**src/rtl/muldiv_unit_if.sv**
```systemverilog
// Request/response bundle between the execute stage and the multiply/divide unit.
//   start, op, src1, src2, cancel : request side, driven by the execute stage
//   ready, busy, done             : status decoded from the unit's state
//   hi, lo                        : registered HI/LO result values
// master = execute stage, slave = muldiv_unit.
interface muldiv_unit_if #(
    parameter int WIDTH = 32
);
    logic             start;
    logic [1:0]       op;
    logic [WIDTH-1:0] src1;
    logic [WIDTH-1:0] src2;
    logic             cancel;
    logic             ready;
    logic             busy;
    logic             done;
    logic [WIDTH-1:0] hi;
    logic [WIDTH-1:0] lo;

    modport master (
        output start, op, src1, src2, cancel,
        input  ready, busy, done, hi, lo
    );

    modport slave (
        input  start, op, src1, src2, cancel,
        output ready, busy, done, hi, lo
    );
endinterface

```
**src/rtl/muldiv_unit.sv**
```systemverilog
// Iterative shared multiply/divide unit (one bit per cycle, WIDTH iterations).
// Ports:
//   clk  : rising-edge clock
//   rst  : asynchronous active-high reset
//   bus  : muldiv_unit_if.slave
//          op 00 MULT, 01 MULTU, 10 DIV, 11 DIVU
//          src1 multiplicand/dividend, src2 multiplier/divisor
//          hi = product upper half / remainder, lo = product lower half / quotient
//          ready (IDLE|DONE), busy (MUL|DIV), done (one-cycle DONE pulse)
//          cancel aborts any in-flight operation without touching hi/lo.
module muldiv_unit #(
    parameter int WIDTH = 32
) (
    input  logic       clk,
    input  logic       rst,
    muldiv_unit_if.slave bus
);
    localparam int CW = $clog2(WIDTH + 1);

    typedef enum logic [1:0] {
        IDLE = 2'd0,
        MUL  = 2'd1,
        DIV  = 2'd2,
        DONE = 2'd3
    } state_t;

    state_t state, state_next;

    logic [CW-1:0]        cnt;
    logic [2*WIDTH-1:0]   acc;        // MUL: {partial sum, multiplier}; DIV: {remainder, dividend/quotient}
    logic [2*WIDTH-1:0]   acc_next;
    logic [WIDTH-1:0]     operand;    // multiplicand or divisor magnitude
    logic                 neg_res;    // negate product / quotient
    logic                 neg_rem;    // negate remainder (dividend was negative)
    logic [WIDTH-1:0]     hi_q, lo_q;

    // Request decode
    logic             ready_s;
    logic             accept;
    logic             op_div, op_signed;
    logic             src1_neg, src2_neg;
    logic [WIDTH-1:0] mag1, mag2;
    logic             early_mul, early_div, early;

    // Iteration datapath
    logic [WIDTH:0]     mul_sum;
    logic [2*WIDTH-1:0] mul_next;
    logic [WIDTH:0]     div_upper;
    logic [WIDTH:0]     div_diff;
    logic [2*WIDTH-1:0] div_next;
    logic               last_iter;
    logic               running;

    // Final sign fix-up
    logic [2*WIDTH-1:0] prod_fin;
    logic [WIDTH-1:0]   quo_fin, rem_fin;

    assign ready_s   = (state == IDLE) || (state == DONE);
    assign running   = (state == MUL) || (state == DIV);
    assign accept    = bus.start && ready_s && !bus.cancel;

    assign op_div    = bus.op[1];
    assign op_signed = !bus.op[0];
    assign src1_neg  = op_signed && bus.src1[WIDTH-1];
    assign src2_neg  = op_signed && bus.src2[WIDTH-1];
    assign mag1      = src1_neg ? -bus.src1 : bus.src1;
    assign mag2      = src2_neg ? -bus.src2 : bus.src2;

    assign early_mul = !op_div && ((bus.src1 == '0) || (bus.src2 == '0));
    assign early_div = op_div && (bus.src2 == '0);
    assign early     = early_mul || early_div;

    assign last_iter = (cnt == CW'(1));

    // Shift-add step: conditionally add multiplicand to the upper half,
    // then shift the whole accumulator right, keeping the carry.
    assign mul_sum  = acc[0] ? ({1'b0, acc[2*WIDTH-1:WIDTH]} + {1'b0, operand})
                             : {1'b0, acc[2*WIDTH-1:WIDTH]};
    assign mul_next = {mul_sum, acc[WIDTH-1:1]};

    // Restoring step on the left-shifted accumulator. The remainder is always
    // below the divisor, so the shifted value fits in WIDTH+1 bits and the
    // borrow bit of the trial subtraction decides the quotient bit.
    assign div_upper = acc[2*WIDTH-1:WIDTH-1];
    assign div_diff  = div_upper - {1'b0, operand};
    assign div_next  = div_diff[WIDTH] ? {div_upper[WIDTH-1:0], acc[WIDTH-2:0], 1'b0}
                                       : {div_diff[WIDTH-1:0],  acc[WIDTH-2:0], 1'b1};

    always_comb begin
        acc_next = mul_next;
        if (state == DIV) begin
            acc_next = div_next;
        end
    end

    assign prod_fin = neg_res ? -acc_next : acc_next;
    assign quo_fin  = neg_res ? -acc_next[WIDTH-1:0] : acc_next[WIDTH-1:0];
    assign rem_fin  = neg_rem ? -acc_next[2*WIDTH-1:WIDTH] : acc_next[2*WIDTH-1:WIDTH];

    // State register
    always_ff @(posedge clk or posedge rst) begin
        if (rst) begin
            state <= IDLE;
        end else begin
            state <= state_next;
        end
    end

    // Next-state logic
    always_comb begin
        state_next = state;
        case (state)
            IDLE, DONE: begin
                state_next = IDLE;
                if (accept) begin
                    if (early) begin
                        state_next = DONE;
                    end else if (op_div) begin
                        state_next = DIV;
                    end else begin
                        state_next = MUL;
                    end
                end
            end
            MUL, DIV: begin
                if (last_iter) begin
                    state_next = DONE;
                end
            end
            default: state_next = IDLE;
        endcase
        if (bus.cancel) begin
            state_next = IDLE;
        end
    end

    // Datapath and result registers
    always_ff @(posedge clk or posedge rst) begin
        if (rst) begin
            cnt     <= '0;
            acc     <= '0;
            operand <= '0;
            neg_res <= 1'b0;
            neg_rem <= 1'b0;
            hi_q    <= '0;
            lo_q    <= '0;
        end else if (accept) begin
            cnt     <= early ? '0 : CW'(WIDTH);
            acc     <= {{WIDTH{1'b0}}, (op_div ? mag1 : mag2)};
            operand <= op_div ? mag2 : mag1;
            neg_res <= src1_neg ^ src2_neg;
            neg_rem <= src1_neg;
            if (early_mul) begin
                hi_q <= '0;
                lo_q <= '0;
            end else if (early_div) begin
                hi_q <= bus.src1;
                lo_q <= '1;
            end
        end else if (running) begin
            if (bus.cancel) begin
                cnt <= '0;
            end else begin
                acc <= acc_next;
                cnt <= cnt - CW'(1);
                if (last_iter) begin
                    if (state == DIV) begin
                        hi_q <= rem_fin;
                        lo_q <= quo_fin;
                    end else begin
                        hi_q <= prod_fin[2*WIDTH-1:WIDTH];
                        lo_q <= prod_fin[WIDTH-1:0];
                    end
                end
            end
        end
    end

    assign bus.ready = ready_s;
    assign bus.busy  = running;
    assign bus.done  = (state == DONE);
    assign bus.hi    = hi_q;
    assign bus.lo    = lo_q;

endmodule

```
**src/flat_wrapper.sv**
```systemverilog
// flat-port wrapper written by rule: the top's interface ports become plain ports
module muldiv_unit_flat 
#(
    parameter int WIDTH = 32
)
  (clk, rst, bus_start, bus_op, bus_src1, bus_src2, bus_cancel, bus_ready, bus_busy, bus_done, bus_hi, bus_lo);
  muldiv_unit_if #(.WIDTH(WIDTH)) bus_i ();
  input  logic clk;
  input  logic rst;
  input wire logic [$bits(bus_i.start)-1:0] bus_start;
  input wire logic [$bits(bus_i.op)-1:0] bus_op;
  input wire logic [$bits(bus_i.src1)-1:0] bus_src1;
  input wire logic [$bits(bus_i.src2)-1:0] bus_src2;
  input wire logic [$bits(bus_i.cancel)-1:0] bus_cancel;
  output wire logic [$bits(bus_i.ready)-1:0] bus_ready;
  output wire logic [$bits(bus_i.busy)-1:0] bus_busy;
  output wire logic [$bits(bus_i.done)-1:0] bus_done;
  output wire logic [$bits(bus_i.hi)-1:0] bus_hi;
  output wire logic [$bits(bus_i.lo)-1:0] bus_lo;
  assign bus_i.start = bus_start;
  assign bus_i.op = bus_op;
  assign bus_i.src1 = bus_src1;
  assign bus_i.src2 = bus_src2;
  assign bus_i.cancel = bus_cancel;
  assign bus_ready = bus_i.ready;
  assign bus_busy = bus_i.busy;
  assign bus_done = bus_i.done;
  assign bus_hi = bus_i.hi;
  assign bus_lo = bus_i.lo;
  muldiv_unit #(.WIDTH(WIDTH)) u_core (.clk(clk), .rst(rst), .bus(bus_i));
endmodule
```
**config.mk**
```make
export PLATFORM = sky130hd
export DESIGN_NAME = muldiv_unit_flat
export DESIGN_NICKNAME = d
export VERILOG_FILES = /design/src/rtl/muldiv_unit_if.sv /design/src/rtl/muldiv_unit.sv /design/src/flat_wrapper.sv
export SDC_FILE = /design/constraint.sdc
export NUM_CORES = 1
export LEC_CHECK = 0
export ABC_AREA = 1
export ABC_CLOCK_PERIOD_IN_PS = 6720
export BUFFER_PORTS_ARGS = -buffer_cell sky130_fd_sc_hd__buf_2
export CAP_MARGIN = 20
export CORE_ASPECT_RATIO = 1.2
export CORE_MARGIN = 4
export CORE_UTILIZATION = 63
export DETAILED_ROUTE_END_ITERATION = 12
export PLACE_DENSITY_LB_ADDON = 0.05
export SLEW_MARGIN = 20
export SYNTH_ARGS = -nofsm -noshare
export SYNTH_HDL_FRONTEND = slang
export SYNTH_SLANG_ARGS = --single-unit
```
**constraint.sdc**
```tcl
create_clock -name clk -period 6.72 [get_ports clk]
set_input_delay 0.336 -clock clk [delete_from_list [all_inputs] [get_ports clk]]
set_output_delay 0.336 -clock clk [all_outputs]
set_load 0.05 [all_outputs]
```
==> impl_metrics.json <==
{
  "drive_above_1_share": 0.0994,
  "clk_pin_slew_ns": 0.08,
  "period_share": 0.726,
  "drv_cap": 0,
  "synth_xor_area_frac": 0.0370,
  "row_count": 66,
  "syn_nets": 3056,
  "synth.area.top_cells": "dfrtp_1 24%, nand2_1 17%, inv_1 8.6%, nor2_1 7.6%, nand3_1 6.4%",
  "cts_buffers": 17,
  "cts_tree": "done",
  "die_area_mm2": 0.0306,
  "max_freq_mhz": 205,
  "slew_headroom": 0.277,
  "cellPowerDensity_mw_per_mm2": 561,
  "final_util": 0.696,
  "synth_top_family_by_area": "simple AND/OR/NAND/NOR gates",
  "ant_nets": 0,
  "start_util": 0.643,
  "placed_cells": 3306,
  "first_iter_violations": 2781,
  "synth_edf_count": 0,
  "synth_cells": 2912,
  "synth_most_common_cell": "nand2_1",
  "tns_ns": 0,
  "drc_errors": 0,
  "ys_ff_latch": 170,
  "die_w_um": 160,
  "synthTopCellsByCount": "774 x nand2_1, 401 x inv_1, 353 x nor2_1, 224 x nand3_1, 214 x a21oi_1",
  "grtUsageTotal": 0.462,
  "vias": 21200,
  "wl_um": 72600,
  "crit_path_start_kind": "register",
  "synthToLayoutAreaGrowth_pct": 8.26,
  "cp_slowest_cell": "fa_1",
  "cts_sinks": 170,
  "antenna_found_initial": 4,
  "hpwl_um": 56500,
  "cts_max_path_buffers": 2,
  "dpl_cell_area_mm2": 0.0184,
  "cts-root-buf": "clkbuf_16",
  "cp_max_fo": 28,
  "worst_slew_pin_slew_ns": 1.08,
  "worstReg2RegStart": "u_core.operand[0]",
  "drt-vias-per-instance": 6.36,
  "synth_fa_ha_area_frac": 0.0537,
  "cp-startpoint": "u_core.operand[0]",
  "setup_viol": 0,
  "cp.arrival_ns": 5.26,
  "synth_warnings": 0,
  "synth_mux_area_frac": 0,
  "cts.repair.resized": 0,
  "drv_slew": 0,
  "synth_top_area_cell": "dfrtp_1",
  "seq_area_frac_synth": 0.243,
  "rsz0062_at_grt": "no",
  "max_stage_delay_ns": 0.44,
  "synth_top_area_share": 0.243,
  "ioPinCount": 137,
  "worstHoldPathType": "input port to asynchronous set/reset pin",
  "gp_congestion": 1.17,
  "fin_nets": 3129,
  "core-area_mm2": 0.0273,
  "port-buffer-count": 136,
  "hold_buffers": 0,
  "h-tree-depth": 4,
  "status": "finished, final reports clean",
  "endpoint_kind": "register",
  "synth_compound_gate_area_share": 0.181,
  "synth_cell_type_count": 52,
  "synthArstFlopShare": 1.00,
  "ys.flop_type": "dfrtp_1",
  "power_leakage_uw": 0.00971,
  "first_pass_iters": 9,
  "grt_pass1_wl_um": 110000,
  "final_cell_area_mm2": 0.0190,
  "irDropWorstVdd_uv": 390,
  "drt-wirelength-per-cell_um": 21.7,
  "first_global_vias": 20000,
  "synthesis.area_mm2": 0.0175,
  "cts_setup_buffers": 0,
  "cp.required_ns": 7.10,
  "finalNonFillerCells": 3338,
  "syn_area_per_cell_um2": 6.02,
  "hold_viol": 0,
  "grt_max_degree": 82,
  "yosys.area_share.simple": 0.370,
  "fin_skew_ns": 0.0203,
  "insertion_delay_ns": 0.46,
  "die_h_um": 191,
  "critPathKind": "register to register",
  "n_antenna_cell": 0,
  "grt_overflow": 0,
  "final.min_clock_period_ns": 4.88
}
## sequential cells by signal, indices dropped and copies added (netlist names)
register / count
u_core.neg_res: 1
u_core.neg_rem: 1
u_core.acc: 64
u_core.bus.hi: 32
u_core.operand: 32
u_core.bus.lo: 32
u_core.state: 2
u_core.cnt: 6
## critical path, delay by kind of cell, from the launching register on
family | cells | cell delay, ns
and+or+nand+nor | 25 | 2.88
buffers and inverters | 3 | 0.38
DFF | 1 | 0.41
adders and majority gates | 3 | 0.87
AOI/OAI and AO/OA | 1 | 0.27
## cells in the final DEF, fill, tap and decap left out, types with 24 or more instances in the layout
master      n
nand2_1   774
inv_1     398
nor2_1    351
nand3_1   223
a21oi_1   213
dfrtp_1   170
o21ai_0   164
buf_2     136
ha_1       71
xor2_1     49
o211ai_1   49
o22ai_1    41
nand2_2    32
nor3_1     31
nand4_1    27
xnor2_1    25
nor2_2     24
## power breakdown
group          total, uW  leakage, uW  switching, uW  internal (uW)
logic               7720      0.00740           5600           2120
registers           1850      0.00201            389           1460
clock network       1080     0.000303            535            541
## cells by family (layout without fill, tap and decap cells)
kind of cell | after synthesis | in the layout
AOI/OAI and AO/OA | 556 | 556
xor gates and xnor gates | 74 | 74
and+or+nand+nor | 1519 | 1519
DFF | 170 | 170
adders and majority gates | 74 | 74
buffers and inverters | 519 | 605
## stage by stage
| stage | setup slack, ns | hold slack, ns | power (uW) |
|---|---|---|---|
| final | 1.84 | 0.0145 | 10600 |
| after global routing | 1.46 | 0.0782 | 11300 |
| after CTS | 2.01 | 0.0496 | 10300 |
| after detailed placement | 2.05 | 0.509 | 9230 |
| after global placement | 2.24 | 0.496 | 9120 |
| after floorplan | 1.78 | 0.444 | 7110 |
## per-layer routing
| metal | wire [um] | part of all wire | global-route usage |
|---|---|---|---|
| met5 | 13 | 0.00018 | 0 |
| met4 | 8500 | 0.12 | 0.416 |
| met3 | 7740 | 0.11 | 0.0999 |
| met1 | 24400 | 0.34 | 0.512 |
| met2 | 32000 | 0.44 | 0.745 |
## layout make-up
| cell class | count | area, um^2 |
|---|---|---|
| Clock buffer | 17 | 425 |
| Clock inverter | 15 | 198 |
| Fill cell | 2489 | 8280 |
| Inverter | 417 | 1570 |
| Multi-Input combinational cell | 2223 | 11300 |
| Sequential cell | 170 | 4250 |
| Tap cell | 340 | 425 |
| Timing Repair Buffer | 156 | 831 |
## path summary, 6_finish.rpt
kind                       cells after the start           endpoint  slack (ns)
max                                           32  u_core.bus.hi[24]        1.84
min                                            2      u_core.cnt[2]        0.01
max reg2reg                                   32  u_core.bus.hi[24]        1.84
min reg2reg                                    2     u_core.acc[14]        0.53
max in group asynchronous                      3     u_core.acc[34]        5.46
min in group clk                               2     u_core.neg_res        0.15
(Power assumes the default switching activity.)
